File: config.mk
export PLATFORM = sky130hd
export DESIGN_NAME = capture_reader
export DESIGN_NICKNAME = d
export VERILOG_FILES = /design/src/rtl/capture_reader.sv
export SDC_FILE = /design/constraint.sdc
export NUM_CORES = 1
export LEC_CHECK = 0
export BUFFER_PORTS_ARGS = -buffer_cell sky130_fd_sc_hd__buf_2
export CAP_MARGIN = 20
export CORE_MARGIN = 8
export CORE_UTILIZATION = 52
export CTS_CLUSTER_DIAMETER = 60
export DETAILED_ROUTE_END_ITERATION = 8
export GPL_TIMING_DRIVEN = 0
export MAX_ROUTING_LAYER = met4
export PLACE_DENSITY = 0.78
export SYNTH_ARGS = -nofsm -noshare
export SYNTH_HDL_FRONTEND = slang
export SYNTH_SLANG_ARGS = --single-unit
export TNS_END_PERCENT = 10
File: constraint.sdc
create_clock -name clk -period 2.8 [get_ports clk]
set_input_delay 0.56 -clock clk [delete_from_list [all_inputs] [get_ports clk]]
set_output_delay 0.56 -clock clk [all_outputs]
set_load 0.02 [all_outputs]
File: src/rtl/capture_reader.sv
// Drains a paused capture FIFO into an MSB-first AXI-Stream-style byte stream.
// Optional header bytes in front of each drain: define CAPTURE_READER_HDR_EN.
module capture_reader #(
  parameter int          DATA_W    = 16,
  parameter logic [7:0]  HDR_BYTE0 = 8'hA5,
  parameter logic [7:0]  HDR_BYTE1 = 8'h5A
) (
  input  logic              clk,
  input  logic              rstn,
  input  logic              arm,
  input  logic [DATA_W-1:0] fifo_dout,
  input  logic              fifo_empty,
  output logic              fifo_rd_en,
  output logic [7:0]        m_tdata,
  output logic              m_tvalid,
  input  logic              m_tready,
  output logic              m_tlast,
  output logic              busy,
  output logic [3:0]        state
);

  localparam int NB    = DATA_W / 8;
  localparam int CNT_W = (NB > 1) ? $clog2(NB) : 1;

  localparam logic [3:0] S_IDLE  = 4'b0001;
  localparam logic [3:0] S_FETCH = 4'b0010;
  localparam logic [3:0] S_LATCH = 4'b0100;
  localparam logic [3:0] S_SEND  = 4'b1000;
`ifdef CAPTURE_READER_HDR_EN
  localparam logic [3:0] S_HDR   = 4'b1001;
`endif

  logic [3:0]        state_q, state_d;
  logic [DATA_W-1:0] shreg_q, shreg_d;
  logic [CNT_W-1:0]  cnt_q, cnt_d;

  always_ff @(posedge clk) begin
    if (!rstn) begin
      state_q <= S_IDLE;
      shreg_q <= '0;
      cnt_q   <= '0;
    end else begin
      state_q <= state_d;
      shreg_q <= shreg_d;
      cnt_q   <= cnt_d;
    end
  end

  // cnt_q doubles as the header byte index while in HDR
  always_comb begin
    state_d = state_q;
    shreg_d = shreg_q;
    cnt_d   = cnt_q;
    case (state_q)
      S_IDLE: begin
        if (arm && !fifo_empty) begin
`ifdef CAPTURE_READER_HDR_EN
          state_d = S_HDR;
          cnt_d   = '0;
`else
          state_d = S_FETCH;
`endif
        end
      end
`ifdef CAPTURE_READER_HDR_EN
      S_HDR: begin
        if (m_tready) begin
          if (cnt_q[0]) begin
            state_d = fifo_empty ? S_IDLE : S_FETCH;
            cnt_d   = '0;
          end else begin
            cnt_d = CNT_W'(1);
          end
        end
      end
`endif
      S_FETCH: state_d = S_LATCH;
      S_LATCH: begin
        shreg_d = fifo_dout;
        cnt_d   = CNT_W'(NB - 1);
        state_d = S_SEND;
      end
      S_SEND: begin
        if (m_tready) begin
          if (cnt_q == '0) begin
            state_d = fifo_empty ? S_IDLE : S_FETCH;
          end else begin
            shreg_d = shreg_q << 8;
            cnt_d   = cnt_q - 1'b1;
          end
        end
      end
      default: state_d = S_IDLE;
    endcase
  end

  always_comb begin
    fifo_rd_en = 1'b0;
    m_tvalid   = 1'b0;
    m_tdata    = 8'h00;
    m_tlast    = 1'b0;
    busy       = (state_q != S_IDLE);
    state      = state_q;
    case (state_q)
      // gate on empty so a read can never be issued against an empty FIFO
      S_FETCH: fifo_rd_en = !fifo_empty;
      S_SEND: begin
        m_tvalid = 1'b1;
        m_tdata  = shreg_q[DATA_W-1 -: 8];
        m_tlast  = (cnt_q == '0) && fifo_empty;
      end
`ifdef CAPTURE_READER_HDR_EN
      S_HDR: begin
        m_tvalid = 1'b1;
        m_tdata  = cnt_q[0] ? HDR_BYTE1 : HDR_BYTE0;
      end
`endif
      default: ;
    endcase
  end

endmodule

==> report_table.html <==
<table>
<tr><th>Metric</th><th>Value</th></tr>
<tr><th colspan="2">Global routing</th></tr>
<tr><td>Vias in the first global route</td><td>969</td></tr>
<tr><td>GR Util All Layers</td><td>15.16%</td></tr>
<tr><td>Total congestion overflow after global routing</td><td>0</td></tr>
<tr><td>Global-route wire length before repair</td><td>4340 um</td></tr>
<tr><td>Maximum number of pins on one net before global-route repair</td><td>13</td></tr>
<tr><td>Initial antenna violation count</td><td>0</td></tr>
<tr><th colspan="2">Route</th></tr>
<tr><td>Number of detailed-route iterations in the first pass</td><td>4</td></tr>
<tr><td>Vias after detailed routing</td><td>1010</td></tr>
<tr><td>Drt drc</td><td>0</td></tr>
<tr><td>Number of nets with antenna violations after routing</td><td>0</td></tr>
<tr><td>Initial drt markers</td><td>30</td></tr>
<tr><td>Total routed wirelength</td><td>2692 um</td></tr>
<tr><td>Drt wl/cell</td><td>15.65 um</td></tr>
<tr><td>Vias per Instance</td><td>5.872</td></tr>
<tr><th colspan="2">Yosys</th></tr>
<tr><td>Part of the Yosys area used for sequential elements</td><td>38.58%</td></tr>
<tr><td>Mapped cell area</td><td>1090 sq um</td></tr>
<tr><td>Mean post-synth cell area</td><td>10.38 sq um</td></tr>
<tr><td>Yosys cell types</td><td>34</td></tr>
<tr><td>Net count after synthesis</td><td>126</td></tr>
<tr><td>Cell count after synthesis</td><td>105</td></tr>
<tr><td>Number of register bits inferred by synthesis</td><td>21</td></tr>
<tr><td>Synth area leaders</td><td>sky130_fd_sc_hd__dfxtp_1, sky130_fd_sc_hd__a211oi_1, sky130_fd_sc_hd__mux2i_1</td></tr>
<tr><td>Portion of synthesized cell area occupied by the leading cell type</td><td>38.58%</td></tr>
<tr><td>Number of warnings issued by yosys</td><td>0</td></tr>
<tr><td>Cell taking the most area after synthesis</td><td>sky130_fd_sc_hd__dfxtp_1</td></tr>
<tr><th colspan="2">Min path</th></tr>
<tr><td>Hold/Removal Path Class</td><td>input port to flop</td></tr>
<tr><td>End point of the most critical hold path</td><td>shreg_q[5]</td></tr>
<tr><td>Worst Hold Depth</td><td>2</td></tr>
<tr><td>Worst Min Path Start</td><td>fifo_dout[5]</td></tr>
<tr><th colspan="2">Die</th></tr>
<tr><td>Placement row count</td><td>16</td></tr>
<tr><td>Number of top-level design ports</td><td>37</td></tr>
<tr><td>Die height</td><td>61.78 um</td></tr>
<tr><td>Die Outline Area</td><td>3817 sq um</td></tr>
<tr><td>Initial Util</td><td>55.55%</td></tr>
<tr><td>Die span in x</td><td>61.78 um</td></tr>
<tr><td>Core area</td><td>1962 sq um</td></tr>
<tr><th colspan="2">Layout</th></tr>
<tr><td>Total inserted antenna cells</td><td>0</td></tr>
<tr><td>Nets</td><td>167</td></tr>
<tr><td>Fraction of final layout cells with drive strength greater than 1</td><td>34.48%</td></tr>
<tr><td>Layout area overhead</td><td>22.16%</td></tr>
<tr><th colspan="2">STA</th></tr>
<tr><td>Setup repair after global routing missed its margin</td><td>no</td></tr>
<tr><td>Fmax achieved</td><td>407.7 MHz</td></tr>
<tr><td>Finish-stage setup viols</td><td>0</td></tr>
<tr><td>Final period demand of the worst path</td><td>2.453 ns</td></tr>
<tr><td>Max Slew Vio Count</td><td>0</td></tr>
<tr><td>Final TNS setup</td><td>0 ns</td></tr>
<tr><td>Share of the clock period used by the worst path after layout</td><td>87.59%</td></tr>
<tr><td>Remaining max-slew budget at the tightest pin</td><td>60.56%</td></tr>
<tr><td>Maximum clock skew at final layout</td><td>0.001149 ns</td></tr>
<tr><td>Final Hold Vio Count</td><td>0</td></tr>
<tr><td>Pin slew with the least headroom to its limit</td><td>0.5904 ns</td></tr>
<tr><th colspan="2">Clocking</th></tr>
<tr><td>Clk buf depth</td><td>2</td></tr>
<tr><td>CTS tree</td><td>built</td></tr>
<tr><td>Number of buffers inserted for hold repair after clock tree synthesis</td><td>0</td></tr>
<tr><td>Cts bufs inserted</td><td>3</td></tr>
<tr><td>Clock input transition at the sequential cells of the worst setup and hold paths</td><td>0.12 ns</td></tr>
<tr><td>Count of H-tree levels built during CTS</td><td>1</td></tr>
<tr><td># clock sinks</td><td>21</td></tr>
<tr><td>Worst skew pair latency</td><td>0.30 ns</td></tr>
<tr><td>Number of post-CTS setup repair buffers</td><td>0</td></tr>
<tr><td>Root cell of the clock tree</td><td>sky130_fd_sc_hd__clkbuf_4</td></tr>
<tr><td>Post_cts resized</td><td>0</td></tr>
<tr><th colspan="2">Status</th></tr>
<tr><td>Run status</td><td>complete, no violations</td></tr>
<tr><th colspan="2">Critical path</th></tr>
<tr><td>Critical path launch point type</td><td>flop</td></tr>
<tr><td>Buffers plus inverters on the worst setup path</td><td>4</td></tr>
<tr><td>Most repeated library cell on the critical path</td><td>sky130_fd_sc_hd__buf_2</td></tr>
<tr><td>Cell count of the worst reg-to-reg path</td><td>4</td></tr>
<tr><td>WP data required</td><td>2.24 ns</td></tr>
<tr><td>Critical path class</td><td>flop to output pin</td></tr>
<tr><td>Crit Reg-Reg Startpoint</td><td>state[0]</td></tr>
<tr><td>Gate family responsible for the most delay along the worst path</td><td>buffers and inverters</td></tr>
<tr><td>Critical register-to-register path endpoint</td><td>shreg_q[14]</td></tr>
<tr><td>Start point of the critical path</td><td>state[3]</td></tr>
<tr><td>Maximum fanout count along the critical path</td><td>10</td></tr>
<tr><td>Signal arrival time at the worst endpoint</td><td>1.89 ns</td></tr>
<tr><td>Reg-to-reg setup timing slack</td><td>1.16 ns</td></tr>
<tr><td>Crit path capture type</td><td>output pin</td></tr>
<tr><td>Slowest stage cell on the critical path</td><td>sky130_fd_sc_hd__dfxtp_1</td></tr>
<tr><td>Max incr delay on CP</td><td>0.42 ns</td></tr>
<tr><td>Ordered cell list for the critical path</td><td>buf_4 -&gt; nor4b_4 -&gt; buf_6 -&gt; buf_2 -&gt; and3b_1 -&gt; buf_2</td></tr>
<tr><th colspan="2">Pwr</th></tr>
<tr><td>Pwr/cell area</td><td>470.0 nW/um^2</td></tr>
<tr><td>Total power draw</td><td>0.6257 mW</td></tr>
<tr><td>Leakage</td><td>0.5317 nW</td></tr>
<tr><td>Worst vdd rail ir drop</td><td>0.0003558 V</td></tr>
<tr><th colspan="2">Placement</th></tr>
<tr><td>Input/output buffers</td><td>36</td></tr>
<tr><td>HPWL after DPL</td><td>2103 um</td></tr>
<tr><td>Final weighted congestion of routability-driven global placement</td><td>0.7773</td></tr>
<tr><th colspan="2">Job</th></tr>
<tr><td>MaxCap Viol Count</td><td>0</td></tr>
</table>
[through the flow]
step	hold slack (ns)	std cells	area, sq um	setup WS [ns]	utilization, %
2_1_floorplan	0.4686	105	1090	0.6624	-
3_3_place_gp	0.4758	168	1304	0.7327	66.45
3_5_place_dp	0.4869	168	1304	0.6865	66.45
4_1_cts	0.4602	172	1331	0.3436	67.86
5_1_grt	0.4588	172	1331	0.2133	67.86
6_report	0.4642	172	1331	0.3474	67.86
[placed cells by master, fill, tap and decap left out, types with 2 or more instances in the layout]
cell                       count
sky130_fd_sc_hd__nand2b_1      2
sky130_fd_sc_hd__clkbuf_4      3
sky130_fd_sc_hd__nor2b_1       2
sky130_fd_sc_hd__dfxtp_1      21
sky130_fd_sc_hd__a32o_1        8
sky130_fd_sc_hd__clkbuf_1      2
sky130_fd_sc_hd__nor4b_4       2
sky130_fd_sc_hd__and2_1       10
sky130_fd_sc_hd__mux2i_1       9
sky130_fd_sc_hd__a211oi_1     17
sky130_fd_sc_hd__nor4_1        3
sky130_fd_sc_hd__buf_2        39
sky130_fd_sc_hd__buf_6         2
sky130_fd_sc_hd__o21ai_0       2
sky130_fd_sc_hd__inv_1         2
[final cells by class]
class | count | area (sq um)
Clock buffer | 3 | 22.52
Fill cell | 184 | 630.6
Tap cell | 27 | 33.78
Buffer | 10 | 77.57
Sequential cell | 21 | 420.4
Timing Repair Buffer | 36 | 180.2
Multi-Input combinational cell | 71 | 580.6
Clock inverter | 1 | 5.005
Inverter | 3 | 11.26
[logic make-up (layout without fill, tap and decap cells)]
logic type | Yosys count | after routing | share of synthesized area [%]
mux | 9 | 9 | 8.267
xor+xnor | 1 | 1 | 0.8038
simple gates | 26 | 26 | 18.83
compound gates | 35 | 35 | 25.37
buf+inv | 13 | 53 | 8.151
flops | 21 | 21 | 38.58
[power breakdown]
part	internal (mW)	total [mW]	switching [mW]
Sequential	0.311	0.328	0.0169
Clock	0.0532	0.144	0.0905
Combinational	0.0609	0.154	0.0936
Total	0.425	0.626	0.201
[registers in the layout (all words and copies together) (netlist names)]
register	flops
cnt_q	1
state	4
shreg_q	16
[per-layer routing]
metal | up-vias | wire, um | global-route usage, %
met4 | 0 | 24 | 4.870
met3 | 4 | 213 | 2.469
met1 | 471 | 1136 | 19.19
li1 | 494 | - | -
met2 | 41 | 1318 | 23.93
met5 | - | 0 | -
[Yosys cell counts, drive strengths merged]
| cell type | n |
|---|---|
| xor2 | 1 |
| nor2b | 2 |
| buf | 7 |
| a211o | 1 |
| a21boi | 1 |
| nand2b | 2 |
| a32o | 8 |
| and2 | 10 |
| a21o | 1 |
| nor4 | 3 |
| a211oi | 17 |
| or4b | 1 |
| o41ai | 1 |
| nand2 | 1 |
| nand4b | 1 |
| o21ai | 3 |
| a21oi | 1 |
| mux2i | 9 |
| a2111oi | 1 |
| nor2 | 1 |
| inv | 2 |
| and3b | 1 |
| dfxtp | 21 |
| clkinv | 1 |
| o211ai | 1 |
| clkbuf | 3 |
| nand3b | 1 |
| nor4b | 3 |
[worst max-delay path by stage]
stage | depth (start not counted) | endpoint | slack (ns)
after floorplan | 5 | m_tlast | 0.66
after global placement | 6 | m_tlast | 0.73
after detailed placement | 6 | m_tlast | 0.69
after CTS | 6 | m_tlast | 0.34
after global routing | 6 | m_tlast | 0.21
final | 6 | m_tlast | 0.35
Note: power is estimated with default switching activity, not from simulation.
